### src/rtl/rob_dispatch_if.sv
// Instruction-queue / reservation-station / ALU / regfile signal bundle for rob_dispatch.
interface rob_dispatch_if #(
  parameter int TagWidth = 4
);
  // Instruction queue side
  logic                in_valid;
  logic [5:0]          in_op;
  logic [4:0]          in_rd;
  logic [4:0]          in_rs1;
  logic [4:0]          in_rs2;
  logic [31:0]         in_imm;
  logic [31:0]         in_pc;
  logic                in_is_sl;
  logic                stall_to_iq;

  // Register file read data for in_rs1/in_rs2
  logic [31:0]         rs1_val;
  logic [31:0]         rs2_val;

  // Reservation station side
  logic                is_stall_from_rs;
  logic                is_empty_to_rs;
  logic                is_sl_to_rs;
  logic [5:0]          op_to_rs;
  logic [31:0]         v1_to_rs;
  logic [31:0]         v2_to_rs;
  logic [31:0]         q1_to_rs;
  logic [31:0]         q2_to_rs;
  logic [31:0]         imm_to_rs;
  logic [31:0]         pc_to_rs;
  logic                is_commit_to_rs;
  logic [31:0]         commit_pc_to_rs;
  logic [31:0]         commit_data_to_rs;
  logic                is_exception_to_rs;
  logic [31:0]         flush_pc;

  // ALU writeback
  logic                alu_valid;
  logic [TagWidth-1:0] alu_tag;
  logic [31:0]         alu_data;
  logic                alu_mispredict;
  logic [31:0]         alu_target;

  // Register file write
  logic                rf_we;
  logic [4:0]          rf_rd;
  logic [31:0]         rf_data;

  // The ROB itself
  modport slave (
    input  in_valid, in_op, in_rd, in_rs1, in_rs2, in_imm, in_pc, in_is_sl,
    input  rs1_val, rs2_val, is_stall_from_rs,
    input  alu_valid, alu_tag, alu_data, alu_mispredict, alu_target,
    output stall_to_iq, is_empty_to_rs, is_sl_to_rs, op_to_rs,
    output v1_to_rs, v2_to_rs, q1_to_rs, q2_to_rs, imm_to_rs, pc_to_rs,
    output is_commit_to_rs, commit_pc_to_rs, commit_data_to_rs,
    output rf_we, rf_rd, rf_data, is_exception_to_rs, flush_pc
  );

  // The surrounding core driving the ROB
  modport master (
    output in_valid, in_op, in_rd, in_rs1, in_rs2, in_imm, in_pc, in_is_sl,
    output rs1_val, rs2_val, is_stall_from_rs,
    output alu_valid, alu_tag, alu_data, alu_mispredict, alu_target,
    input  stall_to_iq, is_empty_to_rs, is_sl_to_rs, op_to_rs,
    input  v1_to_rs, v2_to_rs, q1_to_rs, q2_to_rs, imm_to_rs, pc_to_rs,
    input  is_commit_to_rs, commit_pc_to_rs, commit_data_to_rs,
    input  rf_we, rf_rd, rf_data, is_exception_to_rs, flush_pc
  );
endinterface

### src/rtl/rob_dispatch.sv
// In-order reorder buffer with rename/dispatch front end. Tags are entry index + 1,
// tag 0 means "value is architectural". Commits one entry per cycle from the head and
// flushes everything when a mispredicted branch commits.
module rob_dispatch #(
  parameter int RobDepth = 8,
  parameter int TagWidth = 4
) (
  input logic           clk,
  input logic           rst,
  rob_dispatch_if.slave bus
);

  localparam int IdxW = (RobDepth > 1) ? $clog2(RobDepth) : 1;
  localparam int CntW = IdxW + 1;

  typedef struct packed {
    logic [31:0]         v;
    logic [TagWidth-1:0] q;
  } opnd_t;

  function automatic logic [TagWidth-1:0] idx_to_tag(input logic [IdxW-1:0] idx);
    return TagWidth'(idx) + TagWidth'(1);
  endfunction

  function automatic logic [IdxW-1:0] tag_to_idx(input logic [TagWidth-1:0] tag);
    return IdxW'(tag - TagWidth'(1));
  endfunction

  // Priority: x0, architectural value, completed entry, same-cycle ALU bypass, wait on tag.
  function automatic opnd_t resolve(input logic [4:0]          rs,
                                    input logic [TagWidth-1:0] tag,
                                    input logic [31:0]         rf_val,
                                    input logic                tag_ready,
                                    input logic [31:0]         tag_data,
                                    input logic                byp_hit,
                                    input logic [31:0]         byp_data);
    opnd_t r;
    r.v = '0;
    r.q = '0;
    if (rs != 5'd0) begin
      if (tag == '0)      r.v = rf_val;
      else if (tag_ready) r.v = tag_data;
      else if (byp_hit)   r.v = byp_data;
      else                r.q = tag;
    end
    return r;
  endfunction

  // ROB control state
  logic [IdxW-1:0]     head;
  logic [IdxW-1:0]     tail;
  logic [CntW-1:0]     count;
  logic [RobDepth-1:0] ent_valid;
  logic [RobDepth-1:0] ent_ready;
  logic [RobDepth-1:0] ent_mispred;
  logic [TagWidth-1:0] reg_tag [32];

  // ROB payload (qualified by ent_valid/ent_ready, so never reset)
  logic [4:0]          ent_rd     [RobDepth];
  logic [31:0]         ent_data   [RobDepth];
  logic [31:0]         ent_target [RobDepth];

  logic [TagWidth-1:0] head_tag;
  logic [TagWidth-1:0] tail_tag;
  logic                head_commit;
  logic                flush;
  logic                accept;
  logic [IdxW-1:0]     wb_idx;
  logic                wb_hit;
  logic [TagWidth-1:0] src1_tag;
  logic [TagWidth-1:0] src2_tag;
  logic [IdxW-1:0]     src1_idx;
  logic [IdxW-1:0]     src2_idx;
  opnd_t               opnd1;
  opnd_t               opnd2;

  // ---- stage p0: accept, rename lookup, commit selection ----
  assign head_tag    = idx_to_tag(head);
  assign tail_tag    = idx_to_tag(tail);
  assign head_commit = ent_valid[head] & ent_ready[head];
  assign flush       = head_commit & ent_mispred[head];

  // Stall looks only at the registered count, so a full ROB refuses even while committing.
  assign bus.stall_to_iq = (count == CntW'(RobDepth)) | bus.is_stall_from_rs;
  assign accept          = bus.in_valid & ~bus.stall_to_iq & ~flush;

  assign wb_idx = tag_to_idx(bus.alu_tag);
  assign wb_hit = bus.alu_valid && (bus.alu_tag != '0) &&
                  (bus.alu_tag <= TagWidth'(RobDepth)) && ent_valid[wb_idx];

  assign src1_tag = reg_tag[bus.in_rs1];
  assign src2_tag = reg_tag[bus.in_rs2];
  assign src1_idx = tag_to_idx(src1_tag);
  assign src2_idx = tag_to_idx(src2_tag);

  assign opnd1 = resolve(bus.in_rs1, src1_tag, bus.rs1_val, ent_ready[src1_idx],
                         ent_data[src1_idx], bus.alu_valid && (bus.alu_tag == src1_tag),
                         bus.alu_data);
  assign opnd2 = resolve(bus.in_rs2, src2_tag, bus.rs2_val, ent_ready[src2_idx],
                         ent_data[src2_idx], bus.alu_valid && (bus.alu_tag == src2_tag),
                         bus.alu_data);

  // Commit broadcast comes straight from the head entry, so the regfile write and
  // the reg_tag clear land on the same edge.
  assign bus.is_commit_to_rs    = head_commit;
  assign bus.commit_pc_to_rs    = head_commit ? 32'(head_tag) : '0;
  assign bus.commit_data_to_rs  = head_commit ? ent_data[head] : '0;
  assign bus.rf_we              = head_commit && (ent_rd[head] != 5'd0);
  assign bus.rf_rd              = head_commit ? ent_rd[head] : '0;
  assign bus.rf_data            = head_commit ? ent_data[head] : '0;
  assign bus.is_exception_to_rs = flush;
  assign bus.flush_pc           = flush ? ent_target[head] : '0;

  // Pointer, occupancy, entry status and rename table; a flush wipes all of it.
  always_ff @(posedge clk or posedge rst) begin
    if (rst) begin
      head        <= '0;
      tail        <= '0;
      count       <= '0;
      ent_valid   <= '0;
      ent_ready   <= '0;
      ent_mispred <= '0;
      for (int r = 0; r < 32; r++) reg_tag[r] <= '0;
    end else if (flush) begin
      head        <= '0;
      tail        <= '0;
      count       <= '0;
      ent_valid   <= '0;
      ent_ready   <= '0;
      ent_mispred <= '0;
      for (int r = 0; r < 32; r++) reg_tag[r] <= '0;
    end else begin
      if (wb_hit) begin
        ent_ready[wb_idx]   <= 1'b1;
        ent_mispred[wb_idx] <= bus.alu_mispredict;
      end
      if (head_commit) begin
        ent_valid[head]   <= 1'b0;
        ent_ready[head]   <= 1'b0;
        ent_mispred[head] <= 1'b0;
        head              <= head + IdxW'(1);
        if ((ent_rd[head] != 5'd0) && (reg_tag[ent_rd[head]] == head_tag))
          reg_tag[ent_rd[head]] <= '0;
      end
      // Placed after the commit clear so a rename of the same rd takes precedence.
      if (accept) begin
        ent_valid[tail]   <= 1'b1;
        ent_ready[tail]   <= 1'b0;
        ent_mispred[tail] <= 1'b0;
        tail              <= tail + IdxW'(1);
        if (bus.in_rd != 5'd0) reg_tag[bus.in_rd] <= tail_tag;
      end
      count <= count + CntW'(accept) - CntW'(head_commit);
    end
  end

  // Entry payload capture: destination at allocation, result/target at writeback.
  always_ff @(posedge clk) begin
    if (!flush && wb_hit) begin
      ent_data[wb_idx]   <= bus.alu_data;
      ent_target[wb_idx] <= bus.alu_target;
    end
    if (accept) ent_rd[tail] <= bus.in_rd;
  end

  // ---- stage p1: registered dispatch to the reservation station ----
  logic                vld_p1;
  logic                sl_p1;
  logic [5:0]          op_p1;
  logic [31:0]         v1_p1;
  logic [31:0]         v2_p1;
  logic [TagWidth-1:0] q1_p1;
  logic [TagWidth-1:0] q2_p1;
  logic [31:0]         imm_p1;
  logic [31:0]         pc_p1;

  // Dispatch valid: high for exactly the cycle after an accept.
  always_ff @(posedge clk or posedge rst) begin
    if (rst) vld_p1 <= 1'b0;
    else     vld_p1 <= accept;
  end

  // Dispatch payload, captured only on accept.
  always_ff @(posedge clk) begin
    if (accept) begin
      sl_p1  <= bus.in_is_sl;
      op_p1  <= bus.in_op;
      v1_p1  <= opnd1.v;
      v2_p1  <= opnd2.v;
      q1_p1  <= opnd1.q;
      q2_p1  <= opnd2.q;
      imm_p1 <= bus.in_imm;
      pc_p1  <= bus.in_pc;
    end
  end

  // Outputs are gated by the valid so idle and reset cycles present zeros.
  assign bus.is_empty_to_rs = ~vld_p1;
  assign bus.is_sl_to_rs    = vld_p1 & sl_p1;
  assign bus.op_to_rs       = vld_p1 ? op_p1 : '0;
  assign bus.v1_to_rs       = vld_p1 ? v1_p1 : '0;
  assign bus.v2_to_rs       = vld_p1 ? v2_p1 : '0;
  assign bus.q1_to_rs       = vld_p1 ? 32'(q1_p1) : '0;
  assign bus.q2_to_rs       = vld_p1 ? 32'(q2_p1) : '0;
  assign bus.imm_to_rs      = vld_p1 ? imm_p1 : '0;
  assign bus.pc_to_rs       = vld_p1 ? pc_p1 : '0;

endmodule

### src/flat_wrapper.sv
// flat-port wrapper written by rule: the top's interface ports become plain ports
module rob_dispatch_flat 
#(
  parameter int RobDepth = 8,
  parameter int TagWidth = 4
)
  (clk, rst, bus_in_valid, bus_in_op, bus_in_rd, bus_in_rs1, bus_in_rs2, bus_in_imm, bus_in_pc, bus_in_is_sl, bus_rs1_val, bus_rs2_val, bus_is_stall_from_rs, bus_alu_valid, bus_alu_tag, bus_alu_data, bus_alu_mispredict, bus_alu_target, bus_stall_to_iq, bus_is_empty_to_rs, bus_is_sl_to_rs, bus_op_to_rs, bus_v1_to_rs, bus_v2_to_rs, bus_q1_to_rs, bus_q2_to_rs, bus_imm_to_rs, bus_pc_to_rs, bus_is_commit_to_rs, bus_commit_pc_to_rs, bus_commit_data_to_rs, bus_rf_we, bus_rf_rd, bus_rf_data, bus_is_exception_to_rs, bus_flush_pc);
  rob_dispatch_if #(.TagWidth(TagWidth)) bus_i ();
  input logic clk;
  input logic rst;
  input wire logic [$bits(bus_i.in_valid)-1:0] bus_in_valid;
  input wire logic [$bits(bus_i.in_op)-1:0] bus_in_op;
  input wire logic [$bits(bus_i.in_rd)-1:0] bus_in_rd;
  input wire logic [$bits(bus_i.in_rs1)-1:0] bus_in_rs1;
  input wire logic [$bits(bus_i.in_rs2)-1:0] bus_in_rs2;
  input wire logic [$bits(bus_i.in_imm)-1:0] bus_in_imm;
  input wire logic [$bits(bus_i.in_pc)-1:0] bus_in_pc;
  input wire logic [$bits(bus_i.in_is_sl)-1:0] bus_in_is_sl;
  input wire logic [$bits(bus_i.rs1_val)-1:0] bus_rs1_val;
  input wire logic [$bits(bus_i.rs2_val)-1:0] bus_rs2_val;
  input wire logic [$bits(bus_i.is_stall_from_rs)-1:0] bus_is_stall_from_rs;
  input wire logic [$bits(bus_i.alu_valid)-1:0] bus_alu_valid;
  input wire logic [$bits(bus_i.alu_tag)-1:0] bus_alu_tag;
  input wire logic [$bits(bus_i.alu_data)-1:0] bus_alu_data;
  input wire logic [$bits(bus_i.alu_mispredict)-1:0] bus_alu_mispredict;
  input wire logic [$bits(bus_i.alu_target)-1:0] bus_alu_target;
  output wire logic [$bits(bus_i.stall_to_iq)-1:0] bus_stall_to_iq;
  output wire logic [$bits(bus_i.is_empty_to_rs)-1:0] bus_is_empty_to_rs;
  output wire logic [$bits(bus_i.is_sl_to_rs)-1:0] bus_is_sl_to_rs;
  output wire logic [$bits(bus_i.op_to_rs)-1:0] bus_op_to_rs;
  output wire logic [$bits(bus_i.v1_to_rs)-1:0] bus_v1_to_rs;
  output wire logic [$bits(bus_i.v2_to_rs)-1:0] bus_v2_to_rs;
  output wire logic [$bits(bus_i.q1_to_rs)-1:0] bus_q1_to_rs;
  output wire logic [$bits(bus_i.q2_to_rs)-1:0] bus_q2_to_rs;
  output wire logic [$bits(bus_i.imm_to_rs)-1:0] bus_imm_to_rs;
  output wire logic [$bits(bus_i.pc_to_rs)-1:0] bus_pc_to_rs;
  output wire logic [$bits(bus_i.is_commit_to_rs)-1:0] bus_is_commit_to_rs;
  output wire logic [$bits(bus_i.commit_pc_to_rs)-1:0] bus_commit_pc_to_rs;
  output wire logic [$bits(bus_i.commit_data_to_rs)-1:0] bus_commit_data_to_rs;
  output wire logic [$bits(bus_i.rf_we)-1:0] bus_rf_we;
  output wire logic [$bits(bus_i.rf_rd)-1:0] bus_rf_rd;
  output wire logic [$bits(bus_i.rf_data)-1:0] bus_rf_data;
  output wire logic [$bits(bus_i.is_exception_to_rs)-1:0] bus_is_exception_to_rs;
  output wire logic [$bits(bus_i.flush_pc)-1:0] bus_flush_pc;
  assign bus_i.in_valid = bus_in_valid;
  assign bus_i.in_op = bus_in_op;
  assign bus_i.in_rd = bus_in_rd;
  assign bus_i.in_rs1 = bus_in_rs1;
  assign bus_i.in_rs2 = bus_in_rs2;
  assign bus_i.in_imm = bus_in_imm;
  assign bus_i.in_pc = bus_in_pc;
  assign bus_i.in_is_sl = bus_in_is_sl;
  assign bus_i.rs1_val = bus_rs1_val;
  assign bus_i.rs2_val = bus_rs2_val;
  assign bus_i.is_stall_from_rs = bus_is_stall_from_rs;
  assign bus_i.alu_valid = bus_alu_valid;
  assign bus_i.alu_tag = bus_alu_tag;
  assign bus_i.alu_data = bus_alu_data;
  assign bus_i.alu_mispredict = bus_alu_mispredict;
  assign bus_i.alu_target = bus_alu_target;
  assign bus_stall_to_iq = bus_i.stall_to_iq;
  assign bus_is_empty_to_rs = bus_i.is_empty_to_rs;
  assign bus_is_sl_to_rs = bus_i.is_sl_to_rs;
  assign bus_op_to_rs = bus_i.op_to_rs;
  assign bus_v1_to_rs = bus_i.v1_to_rs;
  assign bus_v2_to_rs = bus_i.v2_to_rs;
  assign bus_q1_to_rs = bus_i.q1_to_rs;
  assign bus_q2_to_rs = bus_i.q2_to_rs;
  assign bus_imm_to_rs = bus_i.imm_to_rs;
  assign bus_pc_to_rs = bus_i.pc_to_rs;
  assign bus_is_commit_to_rs = bus_i.is_commit_to_rs;
  assign bus_commit_pc_to_rs = bus_i.commit_pc_to_rs;
  assign bus_commit_data_to_rs = bus_i.commit_data_to_rs;
  assign bus_rf_we = bus_i.rf_we;
  assign bus_rf_rd = bus_i.rf_rd;
  assign bus_rf_data = bus_i.rf_data;
  assign bus_is_exception_to_rs = bus_i.is_exception_to_rs;
  assign bus_flush_pc = bus_i.flush_pc;
  rob_dispatch #(.RobDepth(RobDepth), .TagWidth(TagWidth)) u_core (.clk(clk), .rst(rst), .bus(bus_i));
endmodule
### config.mk
export PLATFORM = sky130hd
export DESIGN_NAME = rob_dispatch_flat
export DESIGN_NICKNAME = d
export VERILOG_FILES = /design/src/rtl/rob_dispatch_if.sv /design/src/rtl/rob_dispatch.sv /design/src/flat_wrapper.sv
export SDC_FILE = /design/constraint.sdc
export NUM_CORES = 2
export LEC_CHECK = 0
export BUFFER_PORTS_ARGS = -buffer_cell sky130_fd_sc_hd__buf_2
export CAP_MARGIN = 10
export CORE_MARGIN = 2
export CORE_UTILIZATION = 50
export DETAILED_ROUTE_END_ITERATION = 6
export GPL_ROUTABILITY_DRIVEN = 0
export PLACE_DENSITY = 0.7
export SYNTH_ARGS = -nofsm -noshare
export SYNTH_HDL_FRONTEND = slang
export SYNTH_SLANG_ARGS = --single-unit
export TNS_END_PERCENT = 30
### constraint.sdc
create_clock -name clk -period 11.6 [get_ports clk]
set_clock_uncertainty 0.15 [all_clocks]
set_input_delay 1.16 -clock clk [delete_from_list [all_inputs] [get_ports clk]]
set_output_delay 1.16 -clock clk [all_outputs]
set_load 0.005 [all_outputs]
; After elaboration in Yosys (flattened, before gate mapping)
; Memories as Yosys holds them, arrays and structs flattened.
; Cells that the tools add are included.
[op_classes]
muxes = 81
magnitude_cmp = 15
n_reduce_logical = 25
n_eq_ne = 4
addsub = 9
bitwise_logic = 26
[ops]
columns = op, count
row1 = $mux 128, 6
row2 = $mux 32, 12
row3 = $and 128x128->128, 1
row4 = $bwmux 128, 1
row5 = $mux 8, 16
row6 = $not 128->128, 1
row7 = $bmux 4 s5, 3
row8 = $mux 4, 12
row9 = $and 8x8->8, 5
row10 = $demux 4 s5, 2
row11 = $ge 6x6->1 const B, 4
row12 = $not 5->6, 4
row13 = $lt 3x4->1 const B, 5
row14 = $reduce_bool 5->1, 4
row15 = $bmux 1 s3, 6
row16 = $not 8->8, 2
row17 = $or 8x8->8, 2
row18 = $logic_and 1x1->1, 13
row19 = $mux 1, 13
row20 = $eq 4x4->1, 3
row21 = $lt 6x1->1 const B, 2
row22 = $mux 3, 4
row23 = $demux 1 s3, 3
row24 = $ge 3x1->1 const B, 3
row25 = 18 further kinds, 33
[word_totals]
ramBits = 552
output_inout_bits = 337
n_memories = 3
in_bits = 224
regBits = 306
[memory_table]
columns = name, depth, word_bits, rd, rd_ports_with_merged_regs, write_ports, line_no
row1 = u_core.ent_data, 8, 32, 3, 0, 1, rob_dispatch.sv:60  ; logic [31:0] ent_data [RobDepth];
row2 = u_core.ent_target, 8, 32, 1, 0, 1, rob_dispatch.sv:61  ; logic [31:0] ent_target [RobDepth];
row3 = u_core.ent_rd, 8, 5, 1, 0, 1, rob_dispatch.sv:59  ; logic [4:0] ent_rd [RobDepth];

; Logic depth before layout (Yosys ltp)
; An unclocked memory read counts as a cell.
[logic_depth]
word_depth = 15
mapped_depth = 18

; Worst setup path before layout
; Ideal clock, no wire load.
[synth_timing]
path_kind = input to register
start = input bus_alu_tag[0]
end = memory u_core.ent_data[3][0], enable pin
setup_ps = 565
arrival_time_ps = 7364
required_time_ps = 10885
path_buffers = 1
setup_slack_ps = 3521
stages = 11
path_cell_list = clkbuf_1 inv_1 ha_1 xnor2_1 nand2_1 o21ai_0 o22ai_1 o21ai_0 nand4b_1 nand2b_1 nor3_1
[synth_via]
elab_chain_len = 7
word_cells_on_any_way = 11
[synth_lines]
columns = item, line_no
row1 = from (decl), flat_wrapper.sv:23  ; input wire logic [$bits(bus_i.alu_tag)-1:0] bus_alu_tag;
row2 = $sub 3x1->3 or $reduce_bool 4->1 (tied branches), "rob_dispatch.sv:26, rob_dispatch.sv:88"
row3 = $bmux 1 s3 or $logic_and 1x1->1 (tied branches), "rob_dispatch.sv:89, rob_dispatch.sv:88"
row4 = $mux 1 (implied by the code) or $logic_and 1x1->1 (tied branches), "rob_dispatch.sv:89, rob_dispatch.sv:88"
row5 = $logic_and 1x1->1, rob_dispatch.sv:89  ; (bus.alu_tag <= TagWidth'(RobDepth)) && ent_valid[wb_idx];
row6 = $logic_and 1x1->1, rob_dispatch.sv:159  ; if (!flush && wb_hit) begin
row7 = $mux 1, rob_dispatch.sv:159
row8 = $mux 1 (implied by the code), rob_dispatch.sv:160  ; ent_data[wb_idx] <= bus.alu_data;
row9 = to (decl), rob_dispatch.sv:60
; Parallel ways exist; a longest one is shown, timed or not. The select of a mux whose other input is x is not followed.

; Worst setup path after layout
[layout_timing]
start = register u_core.head[0]
end = register u_core.imm_p1[15], enable pin
[layout_via]
elab_chain_len = 6
word_cells_on_any_way = 10
[layout_lines]
columns = item, line_no
row1 = from (decl), rob_dispatch.sv:50  ; logic [IdxW-1:0] head;
row2 = from (signal assigned), rob_dispatch.sv:141  ; head <= head + IdxW'(1);
row3 = $bmux 1 s3, rob_dispatch.sv:80  ; assign head_commit = ent_valid[head] & ent_ready[head];
row4 = $mux 1 (implied by the code), rob_dispatch.sv:80
row5 = $and 1x1->1, rob_dispatch.sv:80
row6 = $and 1x1->1 *, rob_dispatch.sv:81  ; assign flush = head_commit & ent_mispred[head];
row7 = $not 1->1 *, rob_dispatch.sv:85  ; assign accept = bus.in_valid & ~bus.stall_to_iq & ~flush;
row8 = $and 1x1->1 *, rob_dispatch.sv:85
row9 = via u_core.accept, rob_dispatch.sv:67  ; logic accept;
row10 = to (signal assigned), rob_dispatch.sv:192  ; imm_p1 <= bus.in_imm;
row11 = to (decl), rob_dispatch.sv:174  ; logic [31:0] imm_p1;
; Mark *: on every way through the listed nets, which the timed path passes. The rest lies on a longest branch. The select of a mux whose other input is x is not followed.
; A chain may end at the register's enable or synchronous reset.

==> impl_metrics.csv <==
group,metric,value,unit
clock_tree,worst_skew_pair.late_latency,0.69,ns
place,place_inst,4698,
global_route,antenna_violations_before_repair,22,
place,detailedPlacementHpwl,86.5,mm
hold_path,holdCritPathClass,"in2async",
clock_tree,htreeDepth,3,
synthesis,synth_top_family_by_area,"multiplexers",
clock_tree,cts-hold-fix-buffers,0,
detailed_routing,routedWlPerCell,27.9,um
clock_tree,clock_tree.buffer_depth,3,
run_status,outcome,"finished, final reports clean",
timing,fin_worst_hold_slack,0.346,ns
clock_tree,clk_pin_slew,0.06,ns
worst_setup_path,start_kind,"flop",
synthesis,yosys.area_share.xor_xnor,0.375,%
timing,finalWorstPathRequiredPeriod,6.84,ns
worst_setup_path,path_buf_inv,4,
synthesis,yosys-mux-area-fraction,19.7,%
power,power_leakage,19.0,nW
worst_setup_path,critPathTopFamily,"buffers and inverters",
timing,unrepaired_setup_endpoints_after_global_routing,"false",
worst_setup_path,critPathMaxFanout,80,
clock_tree,post_cts.repair.setup_buffers,0,
timing,worst_pin_slew,1.30,ns
global_route,grt_start_max_net_pins,120,
worst_setup_path,r2r_start,"u_core.head[0]",
worst_setup_path,worst_ep_arrival_time,6.94,ns
timing,period_share,59.0,%
job,max_cap_violations,0,
timing,relSlewSlack,13.2,%
clock_tree,cts.repair.resized,0,
clock_tree,cts_tree,"built",
timing,totalNegativeSetupSlack,0,ns
synthesis,synth_compound_gate_area_share,7.84,%
worst_setup_path,r2r_end,"u_core.imm_p1[15]",
global_route,vias_in_the_first_global_route,29974,
timing,post_route_setup_slack,4.76,ns
final_layout,finalNetCount,3864,
synthesis,ys_async_sr_fraction,19.0,%
global_route,grt_util_met3,7.34,%
detailed_routing,route.detailed.drc,0,
synthesis,post_synthesis_share_of_cell_area_spent_on_and_or_nand_and_nor_gates,10.6,%
synthesis,leading_register_cell_type_out_of_synthesis,"edfxtp_1",
clock_tree,clock-root-buffer,"clkbuf_16",
detailed_routing,detail_route.wirelength,136,mm
place,numPortBuffers,476,
global_route,grt-ovfl-total,0,
die,area_of_the_core,88100,um^2
synthesis,seq_area_frac_synth,56.3,%
final_layout,finish.utilization,57.2,%
global_route,grt.met2_usage,46.7,%
worst_setup_path,critical_path.slowest_cell,"dfrtp_4",
timing,timing.final.setup_violations,0,
detailed_routing,initialDrtViolationCount,3493,
worst_setup_path,reg2reg_depth,9,
final_layout,final_layout_size_suffix_gt1_share,28.0,%
global_route,grt-busiest-layer,"met2",
synthesis,syn_area,44300,um^2
detailed_routing,firstDrtPassIters,7,
synthesis,synth_top_area_cell,"edfxtp_1",
die,die_height,302,um
clock_tree,cts_made_buffers,94,
synthesis,synthesis.area_per_instance,13.4,um^2
worst_setup_path,timing.setup.critical_path_class,"reg2reg",
synthesis,synth_cells,3306,
synthesis,synth.distinct_cells,78,
worst_setup_path,worstPathCellList,"buf_4 > nand2b_4 > o2bb2ai_1 > a211o_1 > or2_4 > buf_4 > nand2_1 > inv_6 > buf_4",
power,irDropWorstVdd,0.000179,V
die,std_cell_rows,109,
timing,clock.fmax,146,MHz
synthesis,synth_fa_ha_area_share,0.327,%
timing,timing.final.max_slew_violations,0,
global_route,grt_pass1_wl,197,mm
worst_setup_path,crit_path_end_kind,"flop",
detailed_routing,final_antenna_net_count,0,
die,die-area,91100,um^2
worst_setup_path,cp.required,11.70,ns
synthesis,synth_warnings,0,
timing,timing_hold_violations_final,0,
place,detailedPlace.worstSlack,4.21,ns
worst_setup_path,crit_path_max_incr_delay,0.93,ns
global_route,use_met1,38.9,%
synthesis,synth_enable_flop_cells,695,
worst_setup_path,r2r_setup_slack,4.76,ns
clock_tree,clock-sinks,858,
final_layout,layoutNonFillerInstCount,4876,
power,power-per-cell-area,238,nW/um^2
global_route,track_usage,29.3,%
detailed_routing,routed-via-count,31454,
detailed_routing,vias_per_cell,6.45,
worst_setup_path,critical-path-top-cell-by-count,"buf_4",
synthesis,netlist.area_leader.share,47.1,%
final_layout,layout-area-overhead-vs-synth,13.6,%
synthesis,ranking_of_synthesized_cells_by_area,"edfxtp_1 47%, mux4_2 15%, dfrtp_1 9.2%",
die,initial_utilization,50.3,%
die,chipWidth,302,um
synthesis,synth.ff_latch_count,858,
die,ioPinCount,561,
==> layout make-up <==
class	instances	area (um^2)
Fill cell	7066	37700
Sequential cell	858	25000
Multi-Input combinational cell	2106	17700
Timing Repair Buffer	531	2800
Clock buffer	111	2450
Tap cell	1165	1460
Clock inverter	65	848
Inverter	38	153
Antenna cell	2	5.00
==> where the power goes <==
group / switching (W) / internal [W]
Clock: 0.00129 / 0.00186
Sequential: 0.000355 / 0.00370
Combinational: 0.00285 / 0.00192
==> worst reg2reg max path, delay by kind of cell (launching register included) <==
kind / cells / cell delay (ns)
buffers and inverters: 4 / 3.13
and+or+nand+nor: 3 / 1.16
AOI/OAI and AO/OA: 2 / 1.03
DFF: 1 / 0.93
==> stage by stage <==
| stage | instance area [um^2] | total power (W) |
|---|---|---|
| floorplan | 44700 | 0.00734 |
| global placement | 47100 | 0.00872 |
| detailed placement | 47100 | 0.00878 |
| CTS | 50400 | 0.0119 |
| global route | 50400 | 0.0125 |
| finish | 50400 | 0.0120 |
==> Yosys cell counts, types with 6 or more instances <==
cell type,instances
a211oi_1,110
a21oi_1,107
a221oi_1,33
a31oi_1,86
a41o_1,7
a41oi_1,7
and2_1,168
and3_1,13
and4_1,6
buf_1,32
buf_2,39
buf_4,123
buf_6,10
clkbuf_1,183
dfrtp_1,163
edfxtp_1,695
ha_1,10
inv_1,37
mux2_2,6
mux2i_1,190
mux4_2,297
nand2_1,133
nand2b_1,14
nand3_1,102
nand4_1,19
nor2_1,346
nor2b_1,7
nor3_1,122
nor3b_1,15
o21ai_0,58
o21ai_1,23
o221ai_1,8
o22ai_1,20
xnor2_1,13
xor2_1,6
==> worst max-delay path by stage <==
stage / to / cells after the start / slack, ns / startpoint
after floorplan: u_core.ent_data[3][0] / 11 / 3.52 / bus_alu_tag[0]
after global placement: u_core.v2_p1[8] / 14 / 4.33 / bus_in_rs2[0]
after detailed placement: u_core.v2_p1[17] / 14 / 4.21 / bus_in_rs2[0]
after CTS: u_core.imm_p1[10] / 9 / 4.78 / u_core.head[0]
after global routing: u_core.pc_p1[11] / 9 / 4.44 / u_core.head[0]
final: u_core.imm_p1[15] / 9 / 4.76 / u_core.head[0]
==> flip-flops by register name (all words and copies together) (netlist names), 6 cells and up <==
signal and count:
u_core.ent_data 256, u_core.ent_mispred 8, u_core.ent_rd 40, u_core.ent_ready 8
u_core.ent_target 256, u_core.ent_valid 8, u_core.imm_p1 32, u_core.op_p1 6
u_core.pc_p1 32, u_core.reg_tag 128, u_core.v1_p1 32, u_core.v2_p1 32
==> cell families (layout without fill, tap and decap cells) <==
group	Yosys count	count (layout)
AO/OA/AOI/OAI	523	523
XOR/XNOR	19	19
adder cells (fa/ha/maj)	11	11
buffers and inverters	425	745
flip-flops	858	858
multiplexers	497	497
other	1	86
AND/OR/NAND/NOR	972	972
==> routing by layer <==
layer,share of wire (%),vias to the layer above
li1,-,13288
met2,47,2037
met4,4.1,22
met5,0.096,-
met3,11,348
met1,38,15759
==> cell usage in the layout, fill, tap and decap left out, drive strengths merged, types with 20 or more instances in the layout <==
| cell type | n |
|---|---|
| nor3 | 126 |
| buf | 531 |
| mux4 | 297 |
| nand2 | 133 |
| o22ai | 20 |
| edfxtp | 695 |
| a211oi | 112 |
| inv | 40 |
| nor2 | 346 |
| and2 | 169 |
| dfrtp | 163 |
| clkbuf | 111 |
| clkinv | 41 |
| o21ai | 81 |
| a221oi | 33 |
| mux2i | 193 |
| a31oi | 88 |
| a21oi | 107 |
| conb | 84 |
| nand3 | 102 |
Note: power is estimated with default switching activity, not from simulation.
